File: config.mk
export PLATFORM = sky130hd
export DESIGN_NAME = reg_bank_8x4
export DESIGN_NICKNAME = d
export VERILOG_FILES = /design/src/rtl/reg_bank_8x4_pkg.sv /design/src/rtl/reg_bank_8x4_mux.sv /design/src/rtl/reg_bank_8x4.sv
export SDC_FILE = /design/constraint.sdc
export NUM_CORES = 1
export LEC_CHECK = 0
export CAP_MARGIN = 40
export CELL_PAD_IN_SITES_DETAIL_PLACEMENT = 1
export CELL_PAD_IN_SITES_GLOBAL_PLACEMENT = 1
export CORE_UTILIZATION = 45
export DETAILED_ROUTE_END_ITERATION = 16
export PLACE_DENSITY = 0.95
export SYNTH_ARGS = -nofsm -noshare
export SYNTH_HDL_FRONTEND = slang
export SYNTH_HIERARCHICAL = 1
export SYNTH_SLANG_ARGS = --single-unit
File: constraint.sdc
create_clock -name clk -period 3.4 [get_ports clk]
set_input_delay 0.51 -clock clk [delete_from_list [all_inputs] [get_ports clk]]
set_output_delay 0.51 -clock clk [all_outputs]
set_load 0.02 [all_outputs]
File: src/rtl/reg_bank_8x4_pkg.sv
`default_nettype none
// ============================================================================
// reg_bank_8x4_pkg : shared sizes and FSM state type for the 8x4 register bank
// Revision: 1.0
// ============================================================================
package reg_bank_8x4_pkg;

  localparam int N_ENTRIES = 8;
  localparam int WIDTH     = 4;
  localparam int SEL_W     = $clog2(N_ENTRIES);

  typedef enum logic [1:0] {
    IDLE  = 2'd0,
    CLEAR = 2'd1,
    DONE  = 2'd2
  } bank_state_t;

endpackage : reg_bank_8x4_pkg
`default_nettype wire

File: src/rtl/reg_bank_8x4_mux.sv
`default_nettype none
// ============================================================================
// mux_8x4_3 : 8:1 x 4-bit read mux, the mirror of the upstream write demux
// Revision: 1.0
// ============================================================================
module mux_8x4_3
  import reg_bank_8x4_pkg::*;
(
  input  logic [N_ENTRIES-1:0][WIDTH-1:0] d,
  input  logic [SEL_W-1:0]                sel,
  output logic [WIDTH-1:0]                y
);

  assign y = d[sel];

endmodule : mux_8x4_3
`default_nettype wire

File: src/rtl/reg_bank_8x4.sv
`default_nettype none
// ============================================================================
// reg_bank_8x4 : 8-entry x 4-bit register bank with valid flags, occupancy
//                count and a one-entry-per-cycle clear sweep
// Revision: 1.0
// ============================================================================
module reg_bank_8x4
  import reg_bank_8x4_pkg::*;
(
  input  logic                            clk,
  input  logic                            rst_n,
  input  logic [N_ENTRIES-1:0][WIDTH-1:0] D,
  input  logic [SEL_W-1:0]                wr_sel,
  input  logic                            wr_valid,
  output logic                            wr_ready,
  input  logic [SEL_W-1:0]                rd_sel,
  output logic [WIDTH-1:0]                rd_data,
  output logic                            rd_hit,
  input  logic                            clr_req,
  output logic                            clr_busy,
  output logic                            clr_done,
  output logic [SEL_W:0]                  count
);

  localparam logic [SEL_W-1:0] LAST_IDX = SEL_W'(N_ENTRIES - 1);

  logic [N_ENTRIES-1:0][WIDTH-1:0] regs_q, regs_d;
  logic [N_ENTRIES-1:0]            valid_q, valid_d;
  logic [SEL_W:0]                  count_q, count_d;
  logic [SEL_W-1:0]                idx_q, idx_d;
  bank_state_t                     state_q, state_d;
  logic                            wr_ready_q, clr_busy_q, clr_done_q;
  logic                            wr_accept;

  // wr_ready_q is high exactly when the bank sits in IDLE
  assign wr_accept = wr_valid && wr_ready_q;

  always_comb begin
    regs_d  = regs_q;
    valid_d = valid_q;
    count_d = count_q;
    idx_d   = idx_q;
    state_d = state_q;
    case (state_q)
      IDLE: begin
        if (wr_accept) begin
          regs_d[wr_sel]  = D[wr_sel];
          valid_d[wr_sel] = 1'b1;
          if (!valid_q[wr_sel]) count_d = count_q + 1'b1;
        end
        // a same-cycle write still lands; the sweep will clear it later
        if (clr_req) begin
          state_d = CLEAR;
          idx_d   = '0;
        end
      end
      CLEAR: begin
        regs_d[idx_q]  = '0;
        valid_d[idx_q] = 1'b0;
        if (valid_q[idx_q]) count_d = count_q - 1'b1;
        idx_d = idx_q + 1'b1;
        if (idx_q == LAST_IDX) state_d = DONE;
      end
      DONE:    state_d = IDLE;
      default: state_d = IDLE;
    endcase
  end

  always_ff @(posedge clk or negedge rst_n) begin
    if (!rst_n) begin
      regs_q     <= '0;
      valid_q    <= '0;
      count_q    <= '0;
      idx_q      <= '0;
      state_q    <= IDLE;
      wr_ready_q <= 1'b1;
      clr_busy_q <= 1'b0;
      clr_done_q <= 1'b0;
    end else begin
      regs_q     <= regs_d;
      valid_q    <= valid_d;
      count_q    <= count_d;
      idx_q      <= idx_d;
      state_q    <= state_d;
      wr_ready_q <= (state_d == IDLE);
      clr_busy_q <= (state_d == CLEAR);
      clr_done_q <= (state_d == DONE);
    end
  end

  mux_8x4_3 u_rd_mux (
    .d   (regs_q),
    .sel (rd_sel),
    .y   (rd_data)
  );

  assign rd_hit   = valid_q[rd_sel];
  assign wr_ready = wr_ready_q;
  assign clr_busy = clr_busy_q;
  assign clr_done = clr_done_q;
  assign count    = count_q;

endmodule : reg_bank_8x4
`default_nettype wire

==> run_results.csv, run 1 <==
group,metric,value,unit
pwr,leakage,0.00162,uW
routing,route.detailed.drc,0,
routing,ant_nets,0,
synthesis,async_flop_share,100,%
die,die-width,83.2,microns
synthesis,synthCells,250,
synthesis,ys.flop_type,"dfrtp_1",
timing,rsz0062_at_grt,"no",
critical_path,worst-path-buf-inv,3,
pwr,p_int,1270,uW
synthesis,synth-seq-area-share,43.9,%
routing,drtPass1Iterations,4,
synthesis,yosys.area.top_type,"dfrtp_1",
layout,fillers,646,
routing,drtIter0Drc,201,
synthesis,synthTopCellsByCount,"dfrtp_1, a22o_1, nand2_1, nor2_1",
pwr,switching_share,41.3,%
timing,period_needed,3.16,ns
clock_network,clk_latency,0.32,ns
clock_network,htree_levels,2,
critical_path,ff2ff_setup_slack,1.16,ns
grt,grtUsageTotal,28.3,%
clock_network,cts_tree,"done",
clock_network,cts_root_buf,"clkbuf_8",
layout,final_area,3680,sq um
timing,finalClockSkew,0.0109,ns
critical_path,critical-path-top-delay-family,"buffers and inverters",
layout,final_nets,347,
layout,area_growth,23.9,%
grt,grt_pass1_wl,15.1,mm
die,dieArea,6930,sq um
timing,finalCritPeriodShare,92.8,%
placed_design,dpl.hpwl,7.13,mm
clock_network,clk_pin_slew,0.10,ns
die,core_area,6350,sq um
pwr,combinationalPowerShare,40.7,%
synthesis,yosys-top-cells-area,"dfrtp_1, a22o_1, mux4_1",
synthesis,syn_area_per_cell,11.9,sq um
timing,fin_ws,0.244,ns
critical_path,path_class,"primary input to output pin",
routing,vias,2554,
timing,fmax,317,MHz
die,io_pins,54,
synthesis,synth_edf_count,0,
grt,grt_max_degree,35,
grt,overflow,0,
die,rows,29,
placed_design,routabilityCongestion,0.882,
timing,tightest_slew,0.820,ns
timing,setup_violations,0,
timing,hold_violations,0,
critical_path,crit_path_start_kind,"primary input",
outcome,status,"complete, no violations",
critical_path,cp_cell_sequence,"clkdlybuf4s50_1 > buf_4 > mux4_1 > mux2_2 > clkdlybuf4s50_1",
placed_design,io_buffers,53,
synthesis,ys_ff_latch,52,
synthesis,yosysWarnings,6,
critical_path,cp.arrival,2.65,ns
timing,finalSetupTns,0,ns
min_path,hp-class,"primary input to async pin",
timing,slew_headroom,44.6,%
pwr,power_density,590,nW/um^2
pwr,p_clk_share,17.6,%
critical_path,cp.required,2.89,ns
routing,wl,9.35,mm
clock_network,cts_buffers,5,
flow_run,maxCapViolCount,0,
critical_path,worst-r2r-cell-count,4,
clock_network,clock-sinks,52,
grt,grt_pass1_vias,2773,
die,initial_core_util,46.8,%
layout,drive_above_1_share,13.2,%
grt,antenna_found_initial,0,
routing,wl_per_cell,24.6,microns
pwr,switchingPower,897,uW
clock_network,hold_buffers,0,
die,die_y,83.2,microns
synthesis,synthDistinctLibCells,52,
critical_path,slowest_stage,"mux4_1",
critical_path,r2r_start,"state_q[1]",
critical_path,cp-end-kind,"output pin",
clock_network,post_cts_buffers,0,
placed_design,dpl_worst_slack,0.274,ns
synthesis,synth_nets,295,
critical_path,setup.worst_path.start,"rd_sel[0]",
clock_network,clockBufferDepth,2,
synthesis,synth_most_common_cell,"dfrtp_1",
clock_network,cts_resized,0,
critical_path,crit_top_cell,"clkdlybuf4s50_1",
timing,drv_slew,0,
critical_path,crit_fanout,10,
layout,n_antenna_cell,0,
pwr,power_frac_seq,41.6,%
synthesis,yosysTopAreaCellShare,43.0,%
pwr,finalPower,2170,uW
routing,via_per_inst,6.72,
placed_design,place_area,3580,sq um
critical_path,slowest_delay,0.64,ns
critical_path,reg2reg_to,"count[3]",
synthesis,netlist_area,2970,sq um
pwr,ir_worst_vdd,0.312,mV
==> how the worst max path moves through the flow <==
stage	endpoint	slack, ns	cells after the start
after floorplan	count[1]	1.32	6
after global placement	rd_data[1]	0.36	5
after detailed placement	rd_data[1]	0.27	5
after CTS	rd_data[1]	0.27	5
after global routing	rd_data[3]	0.21	5
final	rd_data[3]	0.24	5
==> per-layer routing <==
metal	up-vias	GRT usage, %	wire length, microns
met3	25	4.08	643
li1	1093	-	-
met1	1299	35.2	3630
met5	-	0	0
met4	0	10.7	295
met2	137	49.9	4780
==> layout by cell type, fill, tap and decap left out, types with 3 or more instances in the layout <==
cell type / count
a22o_1: 35
buf_4: 7
clkbuf_8: 5
clkdlybuf4s50_1: 52
dfrtp_1: 51
ha_1: 3
inv_1: 6
mux2_2: 9
mux2i_1: 5
mux4_1: 10
mux4_2: 8
nand2_1: 18
nand2b_1: 3
nand3_1: 6
nand4_1: 3
nor2_1: 15
nor3_1: 7
o21ai_0: 6
o21ai_1: 3
o22ai_1: 4
o31ai_1: 3
==> final cells by class <==
type                       instances  area (sq um)  area share [%]
tap                               77          96.3            2.62
sequential                        52          1300            35.4
timing repair buffer              61           598            16.3
multi-input combinational        176          1560            42.5
clock buffer                       5          68.8            1.87
inverter                           6          22.5           0.612
clock inverter                     3          27.5           0.748
==> power by group through the flow <==
stage | Clock (uW) | Combinational [uW] | Sequential, uW
4_1_cts | 382 | 879 | 897
6_report | 383 | 884 | 904
2_1_floorplan | 0 | 582 | 852
3_3_place_gp | 0 | 813 | 892
3_5_place_dp | 0 | 875 | 905
5_1_grt | 409 | 957 | 918
==> metrics by stage <==
step	std cells	hold slack, ns	util [%]
after CTS	380	0.0546	58.0
final	380	0.0440	58.0
after floorplan	250	0.214	-
after global routing	380	0.0522	58.0
after detailed placement	372	0.395	56.4
after global placement	371	0.476	56.1
==> registers in the layout, summed over array words and instances (netlist names) <==
register and flops:
regs_q 32, valid_q 8, count 4, state_q 2, clr_busy 1, idx_q 3, wr_ready 1, clr_done 1
==> cells by family (layout without fill, tap and decap cells) <==
kind of cell	after synthesis	in the layout	synth area share, %
adder cells (fa/ha/maj)	3	3	1.26
AO/OA/AOI/OAI	70	70	19.0
buffers and inverters	22	75	3.46
XOR/XNOR	1	1	0.295
flip-flops	52	52	43.9
AND/OR/NAND/NOR	69	69	11.7
multiplexers	33	33	20.4
No activity file was read; power rests on OpenSTA's default activity.
==> run 2: changes to the inputs <==
--- a/config.mk
+++ b/config.mk
@@ -8,9 +8,9 @@
 export CAP_MARGIN = 40
 export CELL_PAD_IN_SITES_DETAIL_PLACEMENT = 1
 export CELL_PAD_IN_SITES_GLOBAL_PLACEMENT = 1
-export CORE_UTILIZATION = 45
+export CORE_UTILIZATION = 38
 export DETAILED_ROUTE_END_ITERATION = 16
-export PLACE_DENSITY = 0.95
+export PLACE_DENSITY = 0.89
 export SYNTH_ARGS = -nofsm -noshare
 export SYNTH_HDL_FRONTEND = slang
 export SYNTH_HIERARCHICAL = 1
==> constraint.sdc (replaced) <==
create_clock -name clk -period 2.7 [get_ports clk]
set_input_delay 0.405 -clock clk [delete_from_list [all_inputs] [get_ports clk]]
set_output_delay 0.405 -clock clk [all_outputs]
set_load 0.02 [all_outputs]
==> run 2 against run 1 <==
Compared with the run above: clock power is 23% higher; highest routed layer unchanged; critical path type unchanged; critical endpoint is now rd_data[2]; clock skew barely moved; routed wire length is 6.4% lower; die area increased by 18%; final area is 1.8% higher; sequential power grew 25%; worst setup slack lost 0.18 ns; global-route usage decreased by 5.6 points; register-to-register slack worse by 0.66 ns; non-clock buffer count up 5; sequential share of layout area is 0.63 points lower; flip-flop and latch count unchanged.
==> run_results.csv, run 2 (synthesized netlist as in run 1, its figures left out) <==
group,metric,value,unit
outcome,status,"complete, no violations",
timing,setup_violations,0,
timing,hold_ws,0.495,ns
routing,route.detailed.drc,0,
routing,ant_nets,0,
routing,wl,8.75,mm
layout,top_register,"regs_q",
die,rows,31,
die,io_pins,54,
critical_path,path_class,"primary input to output pin",
grt,grt_max_degree,22,
critical_path,cp-end-kind,"output pin",
clock_network,cts_buffers,5,
grt,grtUsageTotal,22.7,%
pwr,combinationalPowerShare,41.2,%
placed_design,dpl.hpwl,6.52,mm
critical_path,cp.arrival,2.23,ns
pwr,power_frac_seq,41.5,%
routing,drtPass1Iterations,4,
pwr,leakage,0.00166,uW
layout,final_common_cell,"dfrtp_1",
clock_network,clockBufferDepth,2,
placed_design,routabilityCongestion,0.833,
timing,finalClockSkew,0.0106,ns
grt,overflow,0,
timing,fmax,379,MHz
die,core_area,7410,sq um
layout,multi_input_area,1560,sq um
clock_network,cts_root_buf,"clkbuf_8",
timing,drv_slew,0,
layout,fillers,784,
pwr,ir_worst_vdd,0.293,mV
placed_design,io_buffers,53,
flow_run,maxCapViolCount,0,
layout,mostFrequentLayoutCells,"dfrtp_1, clkdlybuf4s50_1, a22o_1, nand2_1, nor2_1",
timing,finalCritPeriodShare,97.6,%
timing,tightest_slew,0.763,ns
grt,grt_pass1_vias,2809,
pwr,p_int,1610,uW
timing,rsz0062_at_grt,"no",
layout,final_nets,352,
pwr,switchingPower,1110,uW
layout,seqCellArea,1300,sq um
layout,largest_reg_flops,32,
layout,final_area,3750,sq um
critical_path,crit_fanout,10,
pwr,switching_share,40.8,%
timing,period_needed,2.64,ns
grt,grt_pass1_wl,14.5,mm
timing,hold_violations,0,
timing,slew_headroom,48.5,%
critical_path,slowest_delay,0.56,ns
clock_network,post_cts_buffers,0,
routing,via_per_inst,6.27,
layout,area_growth,26.2,%
critical_path,cp_cell_sequence,"clkdlybuf4s50_1 > buf_12 > mux4_1 > mux2_2 > dlygate4sd2_1",
clock_network,cts_tree,"done",
clock_network,clk_pin_slew,0.10,ns
placed_design,place_area,3650,sq um
clock_network,clock-sinks,52,
clock_network,clk_latency,0.32,ns
critical_path,worst-path-buf-inv,3,
pwr,power_density,726,nW/um^2
clock_network,htree_levels,2,
die,die_y,90.4,microns
routing,vias,2552,
die,dieArea,8170,sq um
routing,wl_per_cell,21.5,microns
die,initial_core_util,40.1,%
critical_path,critical-path-top-delay-family,"buffers and inverters",
die,die-width,90.4,microns
critical_path,slowest_stage,"mux4_1",
pwr,p_clk_share,17.3,%
grt,antenna_found_initial,0,
critical_path,cp.required,2.30,ns
critical_path,crit_path_start_kind,"primary input",
routing,drtIter0Drc,227,
min_path,hp-class,"primary input to async pin",
layout,n_antenna_cell,0,
layout,drive_above_1_share,14.0,%
run 2: cell count changes in the layout (fill, tap and decap cells not counted):
cell	change
clkdlybuf4s50_1	-5
dlygate4sd2_1	+5
buf_4	+3
buf_12	+1
clkbuf_1	+1
dlygate4sd3_1	+1
inv_8	-1
run 2: timing repair:
| item | 4_1_cts | 5_1_grt |
|---|---|---|
| endpoints found under the setup margin | 5 | 0 |
| hold buffers | 1 | 0 |
| hold endpoints to repair | 10 | 0 |
| resized for setup | 5 | 0 |
run 2: final cells by class:
class / count / share of cell area (%)
clock inverter: 2 / 0.434
sequential: 52 / 34.8
inverter: 6 / 0.601
clock buffer: 6 / 1.94
multi-input combinational: 176 / 41.8
timing repair buffer: 66 / 17.2
tap: 99 / 3.31
run 2: metal layers:
layer / share of wire (%) / up-vias / global-route usage (%)
li1: - / 1098 / -
met3: 6.3 / 16 / 3.96
met4: 2.1 / 0 / 8.20
met2: 51 / 109 / 39.6
met1: 41 / 1329 / 28.1
met5: 0 / - / 0
run 2: final timing paths:
check	cells past startpoint	endpoint	slack, ns	startpoint
max in group asynchronous	3	regs_q[21]	1.63	rst_n
worst max register to register	5	regs_q[7]	0.50	state_q[1]
min in group clk	1	regs_q[11]	0.51	regs_q[11]
worst max-delay path	5	rd_data[2]	0.06	rd_sel[0]
worst min register to register	1	regs_q[11]	0.51	regs_q[11]
worst min-delay path	2	state_q[0]	0.50	rst_n
run 2: metrics by stage:
| step | setup slack, ns | TNS (ns) | std cells | power [uW] | util, % |
|---|---|---|---|---|---|
| after floorplan | 0.727 | 0 | 250 | 1810 | - |
| final | 0.0650 | 0 | 407 | 2720 | 50.6 |
| after global placement | -0.129 | -0.562 | 398 | 2160 | 49.3 |
| after global routing | 0.0208 | 0 | 407 | 2870 | 50.6 |
| after detailed placement | -0.166 | -0.652 | 398 | 2250 | 49.3 |
| after CTS | 0.0543 | 0 | 407 | 2730 | 50.6 |
run 2: power groups by stage:
stage,clock [uW],combinational (uW),sequential (uW)
2_1_floorplan,0,733,1070
3_3_place_gp,0,1040,1120
3_5_place_dp,0,1110,1130
4_1_cts,473,1130,1120
5_1_grt,499,1220,1150
6_report,470,1120,1130
==> run 3: changes to the inputs <==
--- a/config.mk
+++ b/config.mk
@@ -11,6 +11,7 @@
 export CORE_UTILIZATION = 38
 export DETAILED_ROUTE_END_ITERATION = 16
 export PLACE_DENSITY = 0.89
+export REMOVE_ABC_BUFFERS = 1
 export SYNTH_ARGS = -nofsm -noshare
 export SYNTH_HDL_FRONTEND = slang
 export SYNTH_HIERARCHICAL = 1
==> run 3 against run 2 <==
Compared with the run above: critical endpoint is now rd_data[3]; die area is the same; largest cell class unchanged; final area is 0.27% higher; count of clock-buffer cells in the layout shrank 1; clock power grew 4.3%; core utilization is 0.14 points higher; clock skew shrank 0.0027 ns.
==> run_results.csv, run 3 (synthesized netlist as in run 1, its figures left out) <==
group,metric,value,unit
timing,finalCritPeriodShare,98.6,%
timing,fmax,376,MHz
pwr,p_int,1620,uW
critical_path,cp_cell_sequence,"clkdlybuf4s50_1 > buf_12 > mux4_1 > mux2_2 > dlygate4sd2_1",
layout,final_area,3760,sq um
pwr,switching_share,40.8,%
layout,area_growth,26.5,%
timing,drv_slew,0,
outcome,status,"complete, no violations",
timing,finalSetupTns,0,ns
timing,hold_violations,0,
flow_run,maxCapViolCount,0,
placed_design,routabilityCongestion,0.821,
placed_design,dpl.hpwl,6.49,mm
critical_path,crit_fanout,10,
critical_path,slowest_stage,"mux4_1",
routing,ant_nets,0,
layout,final_nets,351,
placed_design,dpl_worst_slack,-0.182,ns
grt,grt_max_degree,23,
timing,rsz0062_at_grt,"no",
grt,grt_pass1_vias,2674,
clock_network,clk_pin_slew,0.11,ns
placed_design,io_buffers,53,
pwr,combinationalPowerShare,40.9,%
routing,wl_per_cell,21.4,microns
pwr,power_density,728,nW/um^2
clock_network,cts_tree,"done",
grt,overflow,0,
critical_path,slowest_delay,0.55,ns
critical_path,cp.required,2.30,ns
timing,setup_violations,0,
layout,drive_above_1_share,14.3,%
grt,grtUsageTotal,22.5,%
die,die-width,90.4,microns
routing,route.detailed.drc,0,
routing,via_per_inst,6.29,
timing,slew_headroom,52.1,%
layout,n_antenna_cell,0,
critical_path,critical-path-top-delay-family,"buffers and inverters",
die,die_y,90.4,microns
grt,antenna_found_initial,0,
pwr,ir_worst_vdd,0.351,mV
die,initial_core_util,40.1,%
routing,vias,2554,
layout,utilization,50.7,%
clock_network,htree_levels,2,
pwr,switchingPower,1120,uW
timing,tightest_slew,0.710,ns
pwr,p_clk_share,17.9,%
critical_path,crit_path_start_kind,"primary input",
die,rows,31,
layout,fin_cells,406,
layout,mostFrequentLayoutCells,"dfrtp_1, clkdlybuf4s50_1, a22o_1, nand2_1, nor2_1",
clock_network,cts_root_buf,"clkbuf_8",
clock_network,clk_latency,0.32,ns
layout,top_register,"regs_q",
clock_network,post_cts_buffers,0,
critical_path,worst-path-buf-inv,3,
layout,final_common_cell,"dfrtp_1",
critical_path,crit_cells,5,
critical_path,worst-r2r-cell-count,8,
placed_design,place_area,3660,sq um
die,io_pins,54,
critical_path,ff2ff_setup_slack,0.50,ns
routing,drtIter0Drc,276,
placed_design,dp.cells,397,
pwr,leakage,0.00167,uW
grt,grt_pass1_wl,14.4,mm
routing,drtPass1Iterations,4,
timing,finalClockSkew,0.00782,ns
clock_network,cts_buffers,5,
critical_path,cp.arrival,2.26,ns
layout,fillers,758,
routing,wl,8.69,mm
clock_network,clockBufferDepth,2,
critical_path,path_class,"primary input to output pin",
pwr,power_frac_seq,41.2,%
clock_network,clock-sinks,52,
layout,largest_reg_flops,32,
die,core_area,7410,sq um
min_path,hp-class,"primary input to async pin",
critical_path,cp-end-kind,"output pin",
die,dieArea,8170,sq um
timing,period_needed,2.66,ns
timing,fin_ws,0.0389,ns
[run 3: path summary, 6_finish.rpt]
kind,startpoint,end
worst max-delay path,rd_sel[0],rd_data[3]
min in group clk,regs_q[4],regs_q[4]
worst min register to register,regs_q[4],regs_q[4]
worst min-delay path,rst_n,count[1]
max in group asynchronous,rst_n,valid_q[3]
worst max register to register,state_q[1],count[2]
[run 3: what timing repair did]
action / in CTS / in global routing
setup endpoints to repair: 5 / 1
cloned: 0 / 0
resized for setup: 5 / 1
endpoints found under the hold margin: 11 / 0
hold buffers: 1 / 0
[run 3: metal layers]
metal | vias to the layer above | GRT usage (%) | share of wire, %
met3 | 19 | 3.03 | 6.1
met5 | - | 0 | 0
met2 | 125 | 37.4 | 50
met1 | 1309 | 29.9 | 41
met4 | 0 | 8.60 | 2.3
li1 | 1101 | - | -
[run 3: final cells by class]
cell class | count | area, sq um | area share, %
tap | 99 | 124 | 3.30
clock buffer | 5 | 68.8 | 1.83
timing repair buffer | 65 | 649 | 17.3
inverter | 6 | 22.5 | 0.600
multi-input combinational | 176 | 1560 | 41.5
sequential | 52 | 1300 | 34.7
clock inverter | 3 | 28.8 | 0.766
[run 3: power by group through the flow]
stage,sequential [uW],clock (uW),combinational [uW]
6_report,1130,490,1120
5_1_grt,1150,525,1220
4_1_cts,1120,496,1120
3_5_place_dp,1130,0,1110
3_3_place_gp,1120,0,1050
2_1_floorplan,1120,0,642
[run 3: per-stage QoR]
step                      hold slack (ns)  power, uW
after floorplan                     0.109       1760
after detailed placement            0.320       2240
after global routing                0.530       2890
final                               0.502       2730
after CTS                           0.511       2730
after global placement              0.311       2170
